[src/rtl/seg_display_scanner.sv]
// seg_display_scanner
//
// Multiplexed seven-segment display controller. A binary value is converted
// to BCD by a sequential shift-add-3 (double-dabble) engine. The result is
// then time-multiplexed across N_DIG digits that share one cathode bus.
//
// Parameters:
//   N_DIG       number of digits (1..8)
//   BIN_W       width of the binary input (4..27)
//   REFRESH_DIV clock cycles each digit is held (>= 1)
//
// Ports:
//   CLK       system clock, rising edge
//   Reset     synchronous, active-high reset
//   Bin       unsigned value to display
//   Load      request a conversion of Bin (ignored while Busy)
//   DP        decimal point enable per digit (bit 0 = least significant)
//   Blank_Lz  1 = blank leading zeros
//   Enable    0 = all digits dark, scan frozen
//   Busy      conversion in progress
//   Ovf       last committed value did not fit in N_DIG digits
//   An        anodes, active-low one-hot
//   Cat       cathodes {dp,g,f,e,d,c,b,a}, active-low

module seg_display_scanner #(
   parameter int N_DIG       = 4,
   parameter int BIN_W       = 14,
   parameter int REFRESH_DIV = 50000
) (
   input  logic             CLK,
   input  logic             Reset,
   input  logic [BIN_W-1:0] Bin,
   input  logic             Load,
   input  logic [N_DIG-1:0] DP,
   input  logic             Blank_Lz,
   input  logic             Enable,
   output logic             Busy,
   output logic             Ovf,
   output logic [N_DIG-1:0] An,
   output logic [7:0]       Cat
);

   // One nibble more than the decimal digit count of 2^BIN_W-1, so the
   // accumulator can never truncate during conversion.
   function automatic int bcd_nibbles(input int w);
      longint v;
      int     n;
      v = (longint'(1) << w) - 1;
      n = 0;
      for (int k = 0; k < 20; k++) begin
         if (v > 0) begin
            v = v / 10;
            n++;
         end
      end
      return n + 1;
   endfunction

   function automatic longint max_shown(input int n);
      longint p;
      p = 1;
      for (int k = 0; k < n; k++) p = p * 10;
      return p - 1;
   endfunction

   function automatic logic [6:0] seg_decode(input logic [3:0] d);
      case (d)
         4'd0:    return 7'b1000000;
         4'd1:    return 7'b1111001;
         4'd2:    return 7'b0100100;
         4'd3:    return 7'b0110000;
         4'd4:    return 7'b0011001;
         4'd5:    return 7'b0010010;
         4'd6:    return 7'b0000010;
         4'd7:    return 7'b1111000;
         4'd8:    return 7'b0000000;
         4'd9:    return 7'b0010000;
         default: return 7'b1111111;
      endcase
   endfunction

   localparam int          BCD_N     = bcd_nibbles(BIN_W);
   // The accumulator is at least N_DIG nibbles wide so the commit slice always exists.
   localparam int          ACC_N     = (BCD_N > N_DIG) ? BCD_N : N_DIG;
   localparam int          CNT_W     = $clog2(BIN_W + 1);
   localparam int          PRE_W     = (REFRESH_DIV > 1) ? $clog2(REFRESH_DIV) : 1;
   localparam int          IDX_W     = (N_DIG > 1) ? $clog2(N_DIG) : 1;
   localparam logic [63:0] MAX_SHOWN = 64'(max_shown(N_DIG));

   typedef enum logic [1:0] {IDLE, SHIFT, COMMIT} conv_state_t;

   conv_state_t            state, state_next;
   logic [BIN_W-1:0]       bin_sr;
   logic [BIN_W-1:0]       cap_bin;
   logic [ACC_N*4-1:0]     bcd;
   logic [ACC_N*4-1:0]     bcd_adj;
   logic [CNT_W-1:0]       cnt;
   logic [N_DIG*4-1:0]     disp;
   logic                   ovf_q;
   logic [PRE_W-1:0]       presc;
   logic [IDX_W-1:0]       idx;
   logic [N_DIG-1:0]       lz;
   logic [N_DIG-1:0]       an_next;
   logic [7:0]             cat_next;
   logic [3:0]             sel_nib;
   logic                   sel_dp;
   logic                   sel_lz;
   logic [6:0]             seg;

   // Converter next-state logic.
   always_comb begin
      state_next = state;
      Busy       = (state != IDLE);
      case (state)
         IDLE:    if (Load) state_next = SHIFT;
         SHIFT:   if (cnt == CNT_W'(1)) state_next = COMMIT;
         COMMIT:  state_next = IDLE;
         default: state_next = IDLE;
      endcase
   end

   // Add-3 correction applied to every nibble before each shift.
   always_comb begin
      bcd_adj = bcd;
      for (int n = 0; n < ACC_N; n++) begin
         if (bcd[n*4 +: 4] >= 4'd5) bcd_adj[n*4 +: 4] = bcd[n*4 +: 4] + 4'd3;
      end
   end

   // Converter datapath. The display register only changes in COMMIT, so
   // the visible digits update atomically.
   always_ff @(posedge CLK) begin
      if (Reset) begin
         state   <= IDLE;
         bin_sr  <= '0;
         cap_bin <= '0;
         bcd     <= '0;
         cnt     <= '0;
         disp    <= '0;
         ovf_q   <= 1'b0;
      end else begin
         state <= state_next;
         case (state)
            IDLE: begin
               if (Load) begin
                  bin_sr  <= Bin;
                  cap_bin <= Bin;
                  bcd     <= '0;
                  cnt     <= CNT_W'(BIN_W);
               end
            end
            SHIFT: begin
               bcd    <= {bcd_adj[ACC_N*4-2:0], bin_sr[BIN_W-1]};
               bin_sr <= {bin_sr[BIN_W-2:0], 1'b0};
               cnt    <= cnt - CNT_W'(1);
            end
            COMMIT: begin
               disp  <= bcd[N_DIG*4-1:0];
               ovf_q <= ({{(64-BIN_W){1'b0}}, cap_bin} > MAX_SHOWN);
            end
            default: ;
         endcase
      end
   end

   assign Ovf = ovf_q;

   // Scan prescaler and digit index; both freeze while the display is disabled.
   always_ff @(posedge CLK) begin
      if (Reset) begin
         presc <= '0;
         idx   <= '0;
      end else if (Enable) begin
         if (presc == PRE_W'(REFRESH_DIV - 1)) begin
            presc <= '0;
            idx   <= (idx == IDX_W'(N_DIG - 1)) ? '0 : idx + IDX_W'(1);
         end else begin
            presc <= presc + PRE_W'(1);
         end
      end
   end

   // lz[i] is set when nibble i and every nibble above it are zero.
   always_comb begin
      lz = '0;
      for (int i = N_DIG - 1; i >= 0; i--) begin
         if (i == N_DIG - 1) lz[i] = (disp[i*4 +: 4] == 4'd0);
         else                lz[i] = lz[i+1] && (disp[i*4 +: 4] == 4'd0);
      end
   end

   // Select the current digit and build the next anode/cathode pattern.
   always_comb begin
      sel_nib  = 4'd0;
      sel_dp   = 1'b0;
      sel_lz   = 1'b0;
      an_next  = '1;
      cat_next = 8'hFF;
      seg      = 7'h7F;
      for (int i = 0; i < N_DIG; i++) begin
         if (idx == IDX_W'(i)) begin
            sel_nib = disp[i*4 +: 4];
            sel_dp  = DP[i];
            sel_lz  = lz[i] && (i != 0);
         end
      end
      if (ovf_q)                  seg = 7'b0111111;
      else if (Blank_Lz && sel_lz) seg = 7'h7F;
      else                         seg = seg_decode(sel_nib);
      if (Enable) begin
         for (int i = 0; i < N_DIG; i++) begin
            if (idx == IDX_W'(i)) an_next[i] = 1'b0;
         end
         cat_next = {~sel_dp, seg};
      end
   end

   // Registered pin drivers.
   always_ff @(posedge CLK) begin
      if (Reset) begin
         An  <= '1;
         Cat <= 8'hFF;
      end else begin
         An  <= an_next;
         Cat <= cat_next;
      end
   end

endmodule

[config.mk]
export PLATFORM = sky130hd
export DESIGN_NAME = seg_display_scanner
export DESIGN_NICKNAME = d
export VERILOG_FILES = /design/src/rtl/seg_display_scanner.sv
export SDC_FILE = /design/constraint.sdc
export NUM_CORES = 1
export LEC_CHECK = 0
export BUFFER_PORTS_ARGS = -buffer_cell sky130_fd_sc_hd__buf_2
export CORE_UTILIZATION = 59
export DETAILED_ROUTE_END_ITERATION = 8
export MAX_ROUTING_LAYER = met4
export PLACE_DENSITY = 0.79
export SLEW_MARGIN = 5
export SYNTH_ARGS = -nofsm -noshare
export SYNTH_HDL_FRONTEND = slang
export SYNTH_SLANG_ARGS = --single-unit
[constraint.sdc]
create_clock -name CLK -period 2.7 [get_ports CLK]
set_input_delay 0.54 -clock CLK [delete_from_list [all_inputs] [get_ports CLK]]
set_output_delay 0.54 -clock CLK [all_outputs]
set_load 0.005 [all_outputs]
==> results.json <==
{
  "cts.sinks": 93,
  "drt.antenna.violating_nets": 0,
  "stdcell_area_sq_um": 4690,
  "critical_path.startpoint_type": "register",
  "critPathCaptureType": "register",
  "clock.fmax_ghz": 0.408,
  "dieWidth_microns": 87.6,
  "path_class": "register to register",
  "synthToLayoutAreaGrowth_pct": 8.63,
  "seq_area_sq_um": 1860,
  "wire_per_inst_microns": 12.9,
  "grt_max_degree": 66,
  "detailedRoute.firstPassIterationCount": 4,
  "power_mw": 2.52,
  "number_of_flip_flops_and_latches_in_the_synthesized_netlist": 93,
  "p_leak_nw": 1.69,
  "htree_levels": 3,
  "first_iter_violations": 172,
  "synth_edf_count": 0,
  "standard_cell_row_count": 30,
  "multiInputGateArea_sq_um": 2220,
  "post-synth-top-area-cell": "sky130_fd_sc_hd__dfxtp_1",
  "grt_pass1_wl_microns": 14000,
  "arrival_ns": 2.68,
  "fill_cells": 587,
  "cts_buffers": 9,
  "detailroute.via_count": 3513,
  "period_minus_slack_ns": 2.45,
  "postLayoutSetupSlackWorst_ns": 0.249,
  "place_hpwl_microns": 5750,
  "dpl_cells": 630,
  "cap_violations": 0,
  "design.die.area_sq_um": 7670,
  "synthDominantCellAreaShare_pct": 43.1,
  "dpl_worst_slack_ns": 0.259,
  "worstPathMaxFanout": 15,
  "maxSlewHeadroom_pct": 43.6,
  "synth-seq-area-share_pct": 43.1,
  "clk_pin_slew_ns": 0.09,
  "finalSetupViolations": 0,
  "grt_remaining_overflow": 0,
  "syn_area_sq_um": 4320,
  "total_track_usage_pct": 24.0,
  "die_y_microns": 87.6,
  "postRouteWirelength_microns": 8330,
  "timing_max_transition_violations_final": 0,
  "power_density_nw_per_um2": 537,
  "crit_required_ns": 2.92,
  "timing.final.crit_share_pct": 90.8,
  "rsz0062_at_grt": "false",
  "drt-vias-per-instance": 5.44,
  "fraction_of_final_layout_cells_with_drive_strength_greater_than_1_pct": 12.9,
  "postLayoutCoreUtil_pct": 67.6,
  "syn-mean-instance-area_sq_um": 8.28,
  "placedInstanceArea_sq_um": 4500,
  "mappedNetlistNets": 565,
  "cts.root.buffer_cell": "sky130_fd_sc_hd__clkbuf_8",
  "actual_transition_at_the_worst_max_transition_pin_ns": 0.846,
  "ys_warn_count": 0,
  "insertion_delay_ns": 0.36,
  "postCtsSetupBuffers": 0,
  "cts.path.max_buffers": 2,
  "synth_cell_types": 48,
  "fin_setup_tns_ns": 0,
  "final_number_of_hold_violating_endpoints": 0,
  "cts_hold_buf": 0,
  "num_antenna_cells": 0,
  "synth_ff_type": "sky130_fd_sc_hd__dfxtp_1",
  "stdcell_count": 646,
  "antenna_found_initial": 0,
  "numPortBuffers": 36,
  "tritoncts": "yes",
  "final.setup_skew_ns": 0.00741,
  "synthTopCellsByArea": "sky130_fd_sc_hd__dfxtp_1, sky130_fd_sc_hd__nand2_1, sky130_fd_sc_hd__a21oi_1, sky130_fd_sc_hd__ha_1, sky130_fd_sc_hd__nor2_1",
  "detail_route.drc_violations": 0,
  "post_cts.resized_instances": 0,
  "holdCritPathClass": "input pin to register",
  "netlist_instances": 522,
  "final_net_count": 588,
  "gp_congestion": 0.883,
  "num_io_pins": 37,
  "first_global_vias": 3206,
  "vdd.ir_drop.worst_mv": 0.501,
  "floorplan.core_area_sq_um": 6940,
  "outcome": "complete, no violations",
  "holdWs_ns": 0.421,
  "ys_async_sr_fraction_pct": 0,
  "initial_utilization_pct": 62.2
}
## where the power goes
group / total, mW / internal [mW] / leakage [nW] / switching [mW]
combinational: 0.186 / 0.0650 / 0.837 / 0.121
sequential: 1.44 / 1.41 / 0.757 / 0.0258
clock: 0.895 / 0.378 / 0.0958 / 0.517
total: 2.52 / 1.86 / 1.69 / 0.664
## registers in the layout, indices dropped and copies added, names as in the netlist
signal	count
An	4
Cat	8
Ovf	1
bcd	16
bin_sr	14
cap_bin	10
cnt	4
disp	16
idx	2
presc	16
state	2
## synth_stat cells (2+ instances only)
master                     count
sky130_fd_sc_hd__and2_1        4
sky130_fd_sc_hd__nand3b_1      4
sky130_fd_sc_hd__nor4_1        6
sky130_fd_sc_hd__nand2_1     107
sky130_fd_sc_hd__nand4_1       6
sky130_fd_sc_hd__buf_2         3
sky130_fd_sc_hd__a221oi_4      2
sky130_fd_sc_hd__nand3_1      17
sky130_fd_sc_hd__a31oi_1      16
sky130_fd_sc_hd__ha_1         20
sky130_fd_sc_hd__and3_1        4
sky130_fd_sc_hd__o22ai_1       3
sky130_fd_sc_hd__xor2_1        9
sky130_fd_sc_hd__or2_2         2
sky130_fd_sc_hd__a21oi_1      53
sky130_fd_sc_hd__dfxtp_1      93
sky130_fd_sc_hd__nor2_1       42
sky130_fd_sc_hd__nor3b_1       4
sky130_fd_sc_hd__mux2i_1       5
sky130_fd_sc_hd__nor2b_1       4
sky130_fd_sc_hd__clkbuf_1     19
sky130_fd_sc_hd__a211oi_2      2
sky130_fd_sc_hd__a211oi_1      6
sky130_fd_sc_hd__buf_6         2
sky130_fd_sc_hd__nor3_1       10
sky130_fd_sc_hd__xnor2_1      13
sky130_fd_sc_hd__o21ai_0      13
sky130_fd_sc_hd__buf_4         2
sky130_fd_sc_hd__nand2b_1      9
sky130_fd_sc_hd__nor4_2        2
sky130_fd_sc_hd__o21ai_1       3
sky130_fd_sc_hd__inv_1        21
## layout make-up
| type | count | share of cell area, % |
|---|---|---|
| flip-flops and latches | 93 | 39.7 |
| well taps | 96 | 2.56 |
| repair buffers | 42 | 4.80 |
| clock inverters | 6 | 1.15 |
| multi-input cells | 378 | 47.2 |
| clock buffers | 10 | 2.93 |
| inverters | 21 | 1.68 |
## path summary, 6_finish.rpt
kind / from / endpoint / slack, ns / depth (start not counted)
setup / recovery: idx[0] / Cat[3] / 0.25 / 8
hold / removal: Bin[0] / bin_sr[0] / 0.42 / 3
setup reg to reg: idx[0] / Cat[3] / 0.25 / 8
hold reg to reg: bin_sr[13] / bcd[0] / 0.46 / 2
## layout by cell type (no fill, tap or decap), types with 13 or more instances in the layout
master	instances
sky130_fd_sc_hd__o21ai_0	13
sky130_fd_sc_hd__nand3_1	17
sky130_fd_sc_hd__buf_2	36
sky130_fd_sc_hd__inv_1	21
sky130_fd_sc_hd__ha_1	20
sky130_fd_sc_hd__a21oi_1	53
sky130_fd_sc_hd__nor2_1	42
sky130_fd_sc_hd__a31oi_1	16
sky130_fd_sc_hd__dfxtp_1	93
sky130_fd_sc_hd__xnor2_1	13
sky130_fd_sc_hd__nand2_1	107
## routing by layer
metal	share of wire, %	vias to the layer above	routed length, microns	track usage (%)
li1	-	1811	-	-
met1	47	1628	3900	28.8
met2	47	64	3960	40.0
met3	4.6	10	382	5.84
met4	1.1	0	93	6.86
met5	0	-	0	-
## critical path, cell delays in order, from the launching register on
cell	delay, ns
sky130_fd_sc_hd__dfxtp_1	0.40
sky130_fd_sc_hd__ha_1	0.48
sky130_fd_sc_hd__a211oi_1	0.15
sky130_fd_sc_hd__a221oi_4	0.39
sky130_fd_sc_hd__inv_1	0.13
sky130_fd_sc_hd__ha_1	0.20
sky130_fd_sc_hd__or2_2	0.28
sky130_fd_sc_hd__a21oi_1	0.18
sky130_fd_sc_hd__o21ai_0	0.10
## cell families (layout without fill, tap and decap cells)
family	count (synthesis)	after routing	share of synthesized area (%)
AOI/OAI and AO/OA	104	104	14.8
and+or+nand+nor	227	227	25.0
xor gates and xnor gates	22	22	4.46
adders and majority gates	20	20	5.79
buffers and inverters	51	79	5.68
muxes	5	5	1.16
DFF	93	93	43.1
(Power assumes the default switching activity.)
